[config.mk]
export PLATFORM = sky130hd
export DESIGN_NAME = fifo_write_controller
export DESIGN_NICKNAME = d
export VERILOG_FILES = /design/src/rtl/fifo_defs.sv /design/src/rtl/write_skid_buffer.sv /design/src/rtl/fifo_write_controller.sv
export SDC_FILE = /design/constraint.sdc
export NUM_CORES = 1
export LEC_CHECK = 0
export CORE_MARGIN = 5
export CORE_UTILIZATION = 40
export DETAILED_ROUTE_END_ITERATION = 8
export GPL_TIMING_DRIVEN = 0
export PLACE_DENSITY_LB_ADDON = 0.25
export RECOVER_POWER = 50
export SYNTH_ARGS = -nofsm -noshare
export SYNTH_HDL_FRONTEND = slang
export SYNTH_SLANG_ARGS = --single-unit
[constraint.sdc]
create_clock -name clk_write -period 2.3 [get_ports clk_write]
set_input_delay 0.345 -clock clk_write [delete_from_list [all_inputs] [get_ports clk_write]]
set_output_delay 0.345 -clock clk_write [all_outputs]
set_load 0.01 [all_outputs]
[src/rtl/fifo_defs.sv]
// Shared definitions for the FIFO write-side front end.
// Holds FSM state encodings and default width constants.
package fifo_defs;
  localparam int DEF_DATA_WIDTH = 8;
  localparam int DEF_MAX_BURST  = 16;
  localparam int DEF_STAT_WIDTH = 16;

  typedef enum logic [1:0] {
    IDLE  = 2'd0,
    BURST = 2'd1,
    CLOSE = 2'd2
  } wr_state_e;
endpackage

[src/rtl/write_skid_buffer.sv]
// Two-entry in-order skid buffer holding {last_tag, data}.
// Entry 0 is always the head; head outputs are zero when empty.
module write_skid_buffer #(
  parameter int DATA_WIDTH = 8
) (
  input  logic                  clk_write,
  input  logic                  reset_n,
  input  logic                  i_push,
  input  logic [DATA_WIDTH-1:0] i_data,
  input  logic                  i_last,
  input  logic                  i_pop,
  output logic [1:0]            o_count,
  output logic [DATA_WIDTH-1:0] o_head_data,
  output logic                  o_head_last
);
  logic [DATA_WIDTH-1:0] r_data0;
  logic [DATA_WIDTH-1:0] r_data1;
  logic                  r_last0;
  logic                  r_last1;
  logic [1:0]            r_count;

  always_ff @(posedge clk_write or negedge reset_n) begin
    if (!reset_n) begin
      r_data0 <= '0;
      r_data1 <= '0;
      r_last0 <= 1'b0;
      r_last1 <= 1'b0;
      r_count <= 2'd0;
    end else begin
      case ({i_push, i_pop})
        2'b10: begin
          if (r_count == 2'd0) begin
            r_data0 <= i_data;
            r_last0 <= i_last;
          end else begin
            r_data1 <= i_data;
            r_last1 <= i_last;
          end
          r_count <= r_count + 2'd1;
        end
        2'b01: begin
          r_data0 <= r_data1;
          r_last0 <= r_last1;
          r_count <= r_count - 2'd1;
        end
        2'b11: begin
          // count stays put; a full buffer shifts so order is kept
          if (r_count == 2'd2) begin
            r_data0 <= r_data1;
            r_last0 <= r_last1;
            r_data1 <= i_data;
            r_last1 <= i_last;
          end else begin
            r_data0 <= i_data;
            r_last0 <= i_last;
          end
        end
        default: ;
      endcase
    end
  end

  assign o_count     = r_count;
  assign o_head_data = (r_count != 2'd0) ? r_data0 : '0;
  assign o_head_last = (r_count != 2'd0) && r_last0;
endmodule

[src/rtl/fifo_write_controller.sv]
// Write-side front end: skid-buffered producer handshake, burst framing.
// Define WRITE_CTRL_STATS_EN to add stat_words/stat_bursts/stat_stalls.
module fifo_write_controller
  import fifo_defs::*;
#(
  parameter int DATA_WIDTH = DEF_DATA_WIDTH,
  parameter int MAX_BURST  = DEF_MAX_BURST
`ifdef WRITE_CTRL_STATS_EN
  ,
  parameter int STAT_WIDTH = DEF_STAT_WIDTH
`endif
) (
  input  logic                  clk_write,
  input  logic                  reset_n,
  input  logic                  src_valid,
  input  logic [DATA_WIDTH-1:0] src_data,
  input  logic                  src_last,
  output logic                  src_ready,
  input  logic                  flag_full,
  input  logic                  flag_of,
  output logic                  req_write,
  output logic [DATA_WIDTH-1:0] data_write,
  output logic                  burst_active,
  output logic                  burst_done,
  output logic                  err_len,
  output logic                  err_of
`ifdef WRITE_CTRL_STATS_EN
  ,
  output logic [STAT_WIDTH-1:0] stat_words,
  output logic [STAT_WIDTH-1:0] stat_bursts,
  output logic [STAT_WIDTH-1:0] stat_stalls
`endif
);
  localparam int BW = $clog2(MAX_BURST) + 1;
  localparam logic [BW-1:0] LP_BEAT_LAST = BW'(MAX_BURST - 1);

  wr_state_e       r_state;
  logic [BW-1:0]   r_beat;
  logic            r_done;
  logic            r_active;
  logic            r_err_len;
  logic            r_err_of;

  logic [1:0]            w_count;
  logic [DATA_WIDTH-1:0] w_head_data;
  logic                  w_head_last;
  logic                  w_accept;
  logic                  w_pop;
  logic                  w_trunc;
  logic                  w_tag;
  logic                  w_close_done;

  assign src_ready    = (r_state != CLOSE) && (w_count != 2'd2);
  assign w_accept     = src_valid && src_ready;
  assign req_write    = (w_count != 2'd0) && !flag_full;
  assign w_pop        = req_write;
  assign w_trunc      = w_accept && !src_last && (r_beat == LP_BEAT_LAST);
  assign w_tag        = src_last || w_trunc;
  assign w_close_done = (r_state == CLOSE) && w_pop && w_head_last;

  write_skid_buffer #(
    .DATA_WIDTH (DATA_WIDTH)
  ) u_skid (
    .clk_write   (clk_write),
    .reset_n     (reset_n),
    .i_push      (w_accept),
    .i_data      (src_data),
    .i_last      (w_tag),
    .i_pop       (w_pop),
    .o_count     (w_count),
    .o_head_data (w_head_data),
    .o_head_last (w_head_last)
  );

  always_ff @(posedge clk_write or negedge reset_n) begin
    if (!reset_n) begin
      r_state   <= IDLE;
      r_beat    <= '0;
      r_done    <= 1'b0;
      r_active  <= 1'b0;
      r_err_len <= 1'b0;
      r_err_of  <= 1'b0;
    end else begin
      r_done   <= w_close_done;
      r_err_of <= r_err_of | flag_of;
      // active spans the burst through its done cycle
      r_active <= (r_state != IDLE) || w_accept;
      if (w_trunc)
        r_err_len <= 1'b1;
      unique case (r_state)
        IDLE, BURST: begin
          if (w_accept) begin
            r_beat  <= r_beat + BW'(1);
            r_state <= w_tag ? CLOSE : BURST;
          end
        end
        CLOSE: begin
          if (w_close_done) begin
            r_beat  <= '0;
            r_state <= IDLE;
          end
        end
        default: r_state <= IDLE;
      endcase
    end
  end

  assign data_write   = w_head_data;
  assign burst_active = r_active;
  assign burst_done   = r_done;
  assign err_len      = r_err_len;
  assign err_of       = r_err_of;

`ifdef WRITE_CTRL_STATS_EN
  logic [STAT_WIDTH-1:0] r_stat_words;
  logic [STAT_WIDTH-1:0] r_stat_bursts;
  logic [STAT_WIDTH-1:0] r_stat_stalls;

  always_ff @(posedge clk_write or negedge reset_n) begin
    if (!reset_n) begin
      r_stat_words  <= '0;
      r_stat_bursts <= '0;
      r_stat_stalls <= '0;
    end else begin
      if (w_pop && !(&r_stat_words))
        r_stat_words <= r_stat_words + 1'b1;
      if (r_done && !(&r_stat_bursts))
        r_stat_bursts <= r_stat_bursts + 1'b1;
      if ((w_count != 2'd0) && flag_full && !(&r_stat_stalls))
        r_stat_stalls <= r_stat_stalls + 1'b1;
    end
  end

  assign stat_words  = r_stat_words;
  assign stat_bursts = r_stat_bursts;
  assign stat_stalls = r_stat_stalls;
`endif
endmodule

# After elaboration in Yosys (flattened, before gate mapping)
# Index checks and enable logic that the tools add are counted.
# W data, S select, Z words.
[totals]
input_bits = 14
out_inout_bits = 14
ff_bits = 31
wordCells = 75
[classes]
addsub = 3
n_reduce_logical = 25
eq_ne = 14
bitwise = 1
n_mux = 21
[op_table]
columns = ["operator", "count"]
rows = [
  ["$mux W8", 5],
  ["$pmux W8 S3", 1],
  ["$pmux W8 S2", 1],
  ["$mux W5", 2],
  ["$pmux W5 S2", 1],
  ["$reduce_bool A2 Y1", 5],
  ["$eq A2 B2 Y1 const B", 4],
  ["$logic_and A1 B1 Y1", 8],
  ["$ne A2 B2 Y1 const B", 4],
  ["$pmux W2 S2", 2],
  ["$mux W2", 3],
  ["$ne A2 B1 Y1 const B", 3],
  ["$reduce_and A3 Y1", 2],
  ["$add A5 B1 Y5 const B", 1],
  ["$eq A5 B4 Y1 const B", 1],
  ["$eq A2 B1 Y1 const B", 2],
  ["$logic_not A2 Y1", 2],
  ["$mux W1", 4],
  ["$reduce_and A2 Y1", 2],
  ["$pmux W1 S3", 1],
  ["$reduce_bool A3 Y1", 1],
  ["$add A2 B1 Y2 const B", 1],
  ["$logic_not A1 Y1", 2],
  ["$logic_or A1 B1 Y1", 2],
  ["4 further kinds", 4],
]

# Logic depth before layout (Yosys ltp)
# Gate-level depths: netlist of the first run.
[logic_depth]
depth_word = 9
mapped_depth = 11
depth_no_buf = 8

# By module
# From an unflattened synthesis of the first run, not the netlist that was laid out.
[hier_totals]
hier_cells = 154
area_unflattened_um2 = 1655.3
[modules_own_cells]
columns = ["mod", "area_per_inst_um2", "seq_area_each_um2", "n_inst", "cells_per_inst"]
rows = [
  ["write_skid_buffer", 1079.8, 500.5, 1, 99],
  ["fifo_write_controller", 575.6, 275.3, 1, 55],
]

# Worst setup path after synthesis of the first run
# No wires, ideal clock.
[synth_path]
kind = "reg2reg"
startpoint = "reg u_skid.r_count[0], in the netlist u_skid.o_count[0]"
endpoint = "reg u_skid.r_last0"
n_path_buf = 3
required_time_ps = 2170
arrival_ps = 1981
stages_incl_launch_ff = 12
slack_ps = 189
path_cell_list = "dfrtp_1 -> buf_4 -> nand2b_1 -> clkbuf_2 -> nand3_1 -> inv_1 -> ha_1 -> nor2b_1 -> o21a_1 -> clkbuf_1 -> a221oi_1 -> a21oi_1"
[synth_between]
elab_chain_cells = 8
word_cells_on_any_way = 19
classes_between = "eq/ne: 6; mux: 3; reduce/logical: 10"
[synth_lines]
columns = ["element", "line", "source"]
rows = [
  ["from (decl)", "write_skid_buffer.sv:20", "logic [1:0] r_count;"],
  ["from (signal assigned)", "write_skid_buffer.sv:39", "r_count <= r_count + 2'd1;"],
  ["from (signal assigned)", "write_skid_buffer.sv:44", "r_count <= r_count - 2'd1;"],
  ["$ne A2 B2 Y1", "fifo_write_controller.sv:53", "assign src_ready = (r_state != CLOSE) && (w_count != 2'd2);"],
  ["$logic_and A1 B1 Y1", "fifo_write_controller.sv:53", ""],
  ["$logic_and A1 B1 Y1", "fifo_write_controller.sv:54", "assign w_accept = src_valid && src_ready;"],
  ["$logic_and A1 B1 Y1 (2 in series)", "fifo_write_controller.sv:57", "assign w_trunc = w_accept && !src_last && (r_beat == LP_BEAT_LAST);"],
  ["$logic_or A1 B1 Y1", "fifo_write_controller.sv:58", "assign w_tag = src_last || w_trunc;"],
  ["$mux W1, on equally long branches", "write_skid_buffer.sv:48, write_skid_buffer.sv:32", ""],
  ["$pmux W1 S3", "write_skid_buffer.sv:30", "case ({i_push, i_pop})"],
  ["to (signal assigned)", "write_skid_buffer.sv:34", "r_last0 <= i_last;"],
  ["to (signal assigned)", "write_skid_buffer.sv:50", "r_last0 <= r_last1;"],
  ["to (signal assigned)", "write_skid_buffer.sv:55", "r_last0 <= i_last;"],
  ["to (decl)", "write_skid_buffer.sv:18", "logic r_last0;"],
]
# Parallel ways exist; a longest one is shown, timed or not. The select of a mux whose other input is x is not followed.
# A chain may end at the register's enable or synchronous reset.

# Final worst setup path of the first run
# Same ends and word-level chain as after synthesis.

==> results of run 1 <==
## cells by family after synthesis
family / Yosys count
xor+xnor: 3
fa+ha+maj: 5
compound gates: 36
simple gates: 42
mux: 9
flops: 31
buf+inv: 13
## cell usage in the layout, fill, tap and decap left out, drive strengths merged, types with 3 or more instances in the layout
cell / Yosys / routed
a21oi: 4 / 4
nor2b: 10 / 10
dlygate4sd3: 0 / 5
inv: 6 / 6
ha: 5 / 5
a22oi: 8 / 8
o21ai: 12 / 12
clkdlybuf4s50: 0 / 20
nor2: 5 / 5
nand2: 14 / 14
clkbuf: 3 / 8
buf: 4 / 7
o22ai: 3 / 3
nand3: 3 / 3
dfrtp: 31 / 31
mux2: 9 / 9
## what timing repair did
| action | CTS | global route |
|---|---|---|
| endpoints found under the hold margin | 0 | 0 |
| pin swaps | 1 | 0 |
| cloned | 0 | 0 |
| endpoints found under the setup margin | 17 | 14 |
| setup buffers | 1 | 1 |
| resized for setup | 1 | 4 |
## worst min-delay path, stage by stage
cell,delay (ns)
clkbuf_1,0.17
nand2_1,0.13
nand2_1,0.05
## final timing paths
| kind | from | endpoint | slack, ns | cells after the start |
|---|---|---|---|---|
| worst min register to register | err_of | err_of | 0.46 | 1 |
| worst max register to register | u_skid.o_count[0] | u_skid.r_last0 | 0.12 | 8 |
| worst min-delay path | src_valid | burst_active | 0.45 | 3 |
| worst max-delay path | u_skid.o_count[0] | u_skid.r_last0 | 0.12 | 8 |
| min in group asynchronous | reset_n | u_skid.o_count[1] | 0.47 | 1 |
| max in group asynchronous | reset_n | u_skid.r_data1[0] | 0.88 | 1 |
## final cells by class
cell class / count / area (um^2)
inverter: 6 / 22.52
fill: 331 / 1695
buffer: 6 / 33.78
timing repair buffer: 28 / 281.5
tap: 48 / 60.06
clock inverter: 2 / 35.03
sequential: 31 / 775.7
multi-input combinational: 95 / 674.4
clock buffer: 6 / 82.58
## where the power goes
part           total [mW]  leakage (nW)  internal (mW)  switching [mW]
sequential          0.928         0.376          0.791           0.137
clock               0.553        0.0612          0.350           0.203
combinational        1.21         0.417          0.630           0.578
total                2.69         0.854           1.77           0.917
## flip-flops by register name, summed over array words and instances (netlist names)
register and flops:
burst_active 1, burst_done 1, err_len 1, err_of 1, r_beat 5, r_state 2
u_skid.o_count 2, u_skid.r_data0 8, u_skid.r_data1 8, u_skid.r_last0 1, u_skid.r_last1 1
## layer usage
metal / part of all wire, % / global-route usage, % / up-vias
met2: 51 / 21.84 / 21
met3: 5.7 / 5.610 / 5
met1: 43 / 14.53 / 556
met5: 0 / 0 / -
met4: 0.96 / 4.384 / 0
li1: - / - / 558
## through the flow
stage | utilization (%) | setup WS (ns) | instances
finish | 53.69 | 0.1162 | 222
CTS | 53.42 | 0.003485 | 221
global route | 53.69 | 0.01504 | 222
global placement | 49.73 | -0.1727 | 213
detailed placement | 49.73 | -0.2375 | 213
floorplan | - | 0.1886 | 139
==> results.md, run 1 <==
* Drt drc at 0
* Arrival time at the worst endpoint at approximately 2.3 ns
* Status: finished, violations left
* Synth unique cells at 36
* Clock Path Buffers at 2
* Clk Latency, worst-skew pair at between 0.2 and 0.3 ns
* CP cell instances: buf_4, o21bai_1, inv_1, ha_4, a211o_1, buf_2, a221oi_1, a21oi_1
* Slowest cell on the critical path: dfrtp_1
* Final slew viol count at 32
* Post-Synth Adder-Cell Area at about 4.2%
* Slew headroom at -8.723%
* Total iterations of the first detailed-routing run at 4
* Post-place instance area at around 1800 um^2
* Pwr dens at around 1400 nW/um^2
* Syn Inst Count at around 140
* Largest family of logic cells by synthesized area: compound AO/OA/AOI/OAI gates
* Crit path launch type: flop
* Port buffer count at 26
* Synth cell count leaders: dfrtp_1, nand2_1, o21ai_0
* Total Die Area at between 5000 and 6000 um^2
* Total Wirelength at 3023 um
* Synth area leaders: dfrtp_1, mux2_2, ha_1, nor2b_1, o21ai_0
* Hold Vio Cnt, Final at 0
* Total Neg Setup Slack at 0 ns
* Worst setup EP type: flop
* Avg Vias per Cell at between 5 and 6
* Post-DP HPWL at about 2100 um
* Most common cell in the netlist: dfrtp_1
* Synth Area in Compound Gates at between 10% and 20%
* Final nets at between 150 and 200
* GP Congestion at a little over 0.7
* Setup CP Type: flop to flop
* Failing checks: max-capacitance violations, max-slew violations
* Share of cells above drive strength 1 at a little under a fifth
* Synth area leader: dfrtp_1
* Vias at between 1000 and 1500
* Buffer and inverter count on the worst path at 3
* Largest net degree at the start of global routing at 32
* CP max stage delay at 0.36 ns
* Site Rows at 22
* Final Cycle Share at 94.95%
* Final setup viols at 0
* Synth top area share at a little over 50%
* H-Tree Depth at 2
* Max Cap Violations at 1
* Crit path max-delay family: compound AO/OA/AOI/OAI gates
* Clk pin slew, worst setup/hold paths at 0.07 ns
* CTS root buf: clkbuf_8
* Antenna violations before repair at 0
* DR iter-0 viols at 38
* Post-synth EDFFs at 0
* Top fanout value on the critical path at 9
* Global-route wire length before repair at ~5000 um
* Chip height at 71.24 um
* Clock Skews at 0.004968 ns
* Initial Util at 40.98%
* CP required at between 2 and 2.5 ns
* Multiplexer share of the synthesized area at around 6.8%
* Routed Antenna Nets at 0
* Total power at 2.688 mW
* Worst Max-Slew Pin Slew at around 1.6 ns
* Post-synthesis xor/xnor area fraction at under 10%
* Number of global-route vias before repair at approximately 1200
* Post-Syn Area at around 1500 um^2
* Area of the core at approximately 3700 um^2
* Area Growth Syn to Fin at 31.03%
* HP Class: input pin to flop
* Yosys reg bits at 31
* Final min period at between 2 and 2.5 ns
* Largest vdd supply drop at between 0.0007 and 0.0008 V
* Finished Cell Area at 1966 um^2
* CTS buffer count at 5
* Worst Hold Slack at 0.4483 ns
* GRT Overall Usage at ~13%
* Leak at roughly 0.85 nW
* GRT overflow at 0
* Async S/R FF share, synth at 100.0%
* Ys Warns at 0
* Chip width at 71.24 um
* CTS tree: yes
* RSZ-0062 raised after global routing: no
* Peak Freq at 457.9 MHz
* Post-synth net total at between 150 and 200
* Number of clock sinks at 31
* Sequential area share after synthesis at about half
* Hold buffers post-CTS at 0
* Number of inserted diodes at 0
* Avg Synthesized Cell Area at around 11 um^2
* Ports at 28
* Main synth FF type: dfrtp_1
* WL per Instance at approximately 14 um
* Synth Area in Simple Gates at between 10% and 20%
No activity file was read; power rests on OpenSTA's default activity.
==> inputs of run 2 (changes only) <==
SLEW_MARGIN = 30   (was not set)
==> results of run 2 <==
No change in the layout: final DEF, timing and power equal those of run 1.
Main changes from that run: half-perimeter wire length after placement 2134 um -> 2136 um; cell area after placement 1821 um^2 -> 1815 um^2; wire length of the first global-routing pass 5119 um -> 5106 um; via count of the first global-routing pass 1152 -> 1148; overall routing resource usage 12.91% -> 12.88%; met2 usage 21.84% -> 21.73%
==> inputs of run 3 (changes only) <==
CORE_MARGIN = 10   (was 5)
==> run 3 against run 2 <==
  * The flow still finishes with violations (max-capacitance violations, max-slew violations)
  * Fmax grew 0.53%
  * Total power shrank 6.1%
  * Die area grew 30%
  * Global-route usage shrank 2.9 points
  * Clock skew is essentially flat
  * Sequential share of layout area grew 0.87 points
  * Core utilization shrank 0.76 points
  * Final cell count shrank 0.45%
  * Sequential power shrank 0.6%
  * Clock power shrank 27%
  * Critical path type unchanged
==> results.md, run 3 (synthesis results as in run 1) <==
* GRT overflow at 0 (unchanged)
* Chip height at 81.24 um (+14%)
* Largest net degree at the start of global routing at 32 (unchanged)
* Sw power at 0.8956 mW (-2.3%)
* Seq pwr share at 36.5% (+2.0 points)
* Final slew viol count at 32 (unchanged)
* Clk pin slew, worst setup/hold paths at 0.06 ns (about the same)
* Area Growth Syn to Fin at 28.19%
* Area of the core at 3633 um^2 (-0.75%)
* Critical path startpoint: u_skid.o_count[0]
* GP Congestion at 0.7356 (+2.5%)
* Pre-CTS setup slack at -0.2214 ns (+0.01616 ns)
* Grt peak-use layer: met2
* Initial Util at 41.29% (+0.31 points)
* Antenna violations before repair at 0 (unchanged)
* Top Registers: u_skid.r_data0 (8), u_skid.r_data1 (8), r_beat (5)
* Met2 usage at between 10% and 20%
* Failing checks: max-capacitance violations, max-slew violations
* Total Die Area at 6600 um^2 (+30%)
* Setup ws final at 0.1276 ns (+0.01145 ns)
* Post-DP HPWL at between 2000 and 2500 um
* Switching portion of total power at 35.49% (+1.4 points)
* Arrival time at the worst endpoint at 2.33 ns (about the same)
* Setup CP Type: flop to flop
* Register-to-register setup slack at 0.13 ns (about the same)
* Crit path launch type: flop
* Combinational Power Share at 47.5% (+2.6 points)
* Total iterations of the first detailed-routing run at 4 (unchanged)
* RR Startpoint: u_skid.o_count[0]
* Pwr dens at 1312 nW/um^2 (-4.1%)
* Share of cells above drive strength 1 at 16.76% (-2.2 points)
* CP required at 2.46 ns (about the same)
* Post-place instance area at ~1800 um^2
* Final min period at 2.172 ns (-0.01145 ns)
* Critical path endpoint: u_skid.r_last0
* Buffer and inverter count on the worst path at 2 (-1)
* Port buffer count at 26 (unchanged)
* Worst path depth at 8 (unchanged)
* Most common cell after layout, fill and taps aside: dfrtp_1
* WL per Instance at 13.27 um (-2.5%)
* Largest vdd supply drop at 0.0005930 V (-16%)
* RR Endpoint: u_skid.r_last0
* HP Class: flop to flop
* Number of clock sinks at 31 (unchanged)
* Slowest cell on the critical path: dfrtp_1
* Hold buffers post-CTS at 0 (unchanged)
* Final nets at 191 (-0.52%)
* Global-route wire length before repair at a little over 5000 um
* Final setup viols at 0 (unchanged)
* Total Wirelength at 2933 um (-3.0%)
* Number of global-route vias before repair at around 1100
* Pint at 1.628 mW (-8.1%)
* Routed Antenna Nets at 0 (unchanged)
* GRT Overall Usage at under 10%
* Drt drc at 0 (unchanged)
* Crit path max-delay family: compound AO/OA/AOI/OAI gates
* Clock Skews at 0.005096 ns (+0.0001283 ns)
* Hold Vio Cnt, Final at 0 (unchanged)
* Layout Cells excl Fill at 221 (-0.45%)
* CTS tree: yes
* H-Tree Depth at 2 (unchanged)
* DR iter-0 viols at 65 (+71%)
* Met1 Usage GRT at 10.74% (-3.8 points)
* Leak at 0.8340 nW (-2.4%)
* Finished Cell Area at 1923 um^2 (-2.2%)
* Worst Max-Slew Pin Slew at 1.629 ns (-0.001517 ns)
* CP cell instances: buf_4, o21bai_1, inv_1, ha_4, nor2b_1, o21a_1, a221oi_1, a21oi_1
* Clk Latency, worst-skew pair at 0.28 ns (about the same)
* Ports at 28 (unchanged)
* Worst setup EP type: flop
* Post-placement cell count at 213 (unchanged)
* Number of inserted diodes at 0 (unchanged)
* CTS buffer count at 5 (unchanged)
* Worst Hold Slack at 0.4652 ns (+0.01683 ns)
* Most frequent cells in the layout: dfrtp_1, clkdlybuf4s50_1, nand2_1
* Max Cap Violations at 1 (unchanged)
* Met3 usage at 4.525% (-1.1 points)
* Vias at 1076 (-5.6%)
* CTS root buf: clkbuf_8
* Avg Vias per Cell at 4.869 (-5.2%)
* Slew headroom at -8.622% (+0.10 points)
* RSZ-0062 raised after global routing: no
* Clock power frac at 16.0% (-4.6 points)
* Status: finished, violations left
* Site Rows at 22 (unchanged)
* Peak Freq at 460.3 MHz (+0.53%)
* CP max stage delay at 0.35 ns (about the same)
* Chip width at 81.24 um (+14%)
* R2r worst-path depth at 8 (unchanged)
* Final Cycle Share at 94.45% (-0.50 points)
* Top fanout value on the critical path at 9 (unchanged)
* Clock Path Buffers at 2 (unchanged)
-- run 3: changes by cell type in the layout (fill, tap and decap cells not counted), sizes merged --
cell / change
buf: -2
dlygate4sd3: -1
bufinv: -1
clkdlybuf4s50: +1
clkbuf: +2
-- run 3: worst reg2reg max path: cells and delay by family (launching register included) --
family	cells	cell delay (ns)
compound gates	4	0.97
buf+inv	2	0.38
flops	1	0.35
fa+ha+maj	1	0.23
simple gates	1	0.12
-- run 3: cell type report --
class	instances	area (um^2)
fill	336	1710
sequential	31	775.7
multi-input combinational	95	673.1
timing repair buffer	27	274.0
clock buffer	7	76.32
tap	48	60.06
buffer	6	36.28
inverter	6	22.52
clock inverter	1	5.005
-- run 3: power groups by stage --
stage | logic, mW | registers [mW] | clock network, mW
finish | 1.20 | 0.922 | 0.403
detailed placement | 1.17 | 0.936 | 0
CTS | 1.21 | 0.926 | 0.419
floorplan | 0.780 | 0.913 | 0
global route | 1.33 | 0.958 | 0.441
global placement | 1.14 | 0.927 | 0
-- run 3: how the worst min path moves through the flow --
stage,startpoint,to,slack (ns),cells after the start
3_5_place_dp,reset_n,burst_active,0.42,1
3_3_place_gp,err_of,err_of,0.45,1
4_1_cts,reset_n,r_beat[4],0.11,1
6_report,err_len,err_len,0.47,1
2_1_floorplan,reset_n,burst_active,0.05,0
5_1_grt,err_len,err_len,0.50,1
-- run 3: stage by stage --
| stage | util [%] | TNS (ns) | power [mW] |
|---|---|---|---|
| 2_1_floorplan | - | 0 | 1.693 |
| 3_3_place_gp | 50.10 | -2.026 | 2.069 |
| 3_5_place_dp | 49.97 | -2.828 | 2.102 |
| 4_1_cts | 52.65 | 0 | 2.557 |
| 5_1_grt | 52.93 | 0 | 2.732 |
| 6_report | 52.93 | 0 | 2.523 |
-- run 3: timing repair --
action / in CTS / in global routing
buffers inserted: 1 / 0
gates resized for setup: 0 / 5
pin swaps: 1 / 0
endpoints found under the setup margin: 10 / 17
-- run 3: layer usage --
metal  wire length (um)  vias up
met5                  0        -
met4                 15        0
met3                192        2
met2               1413       22
met1               1312      503
li1                   -      549
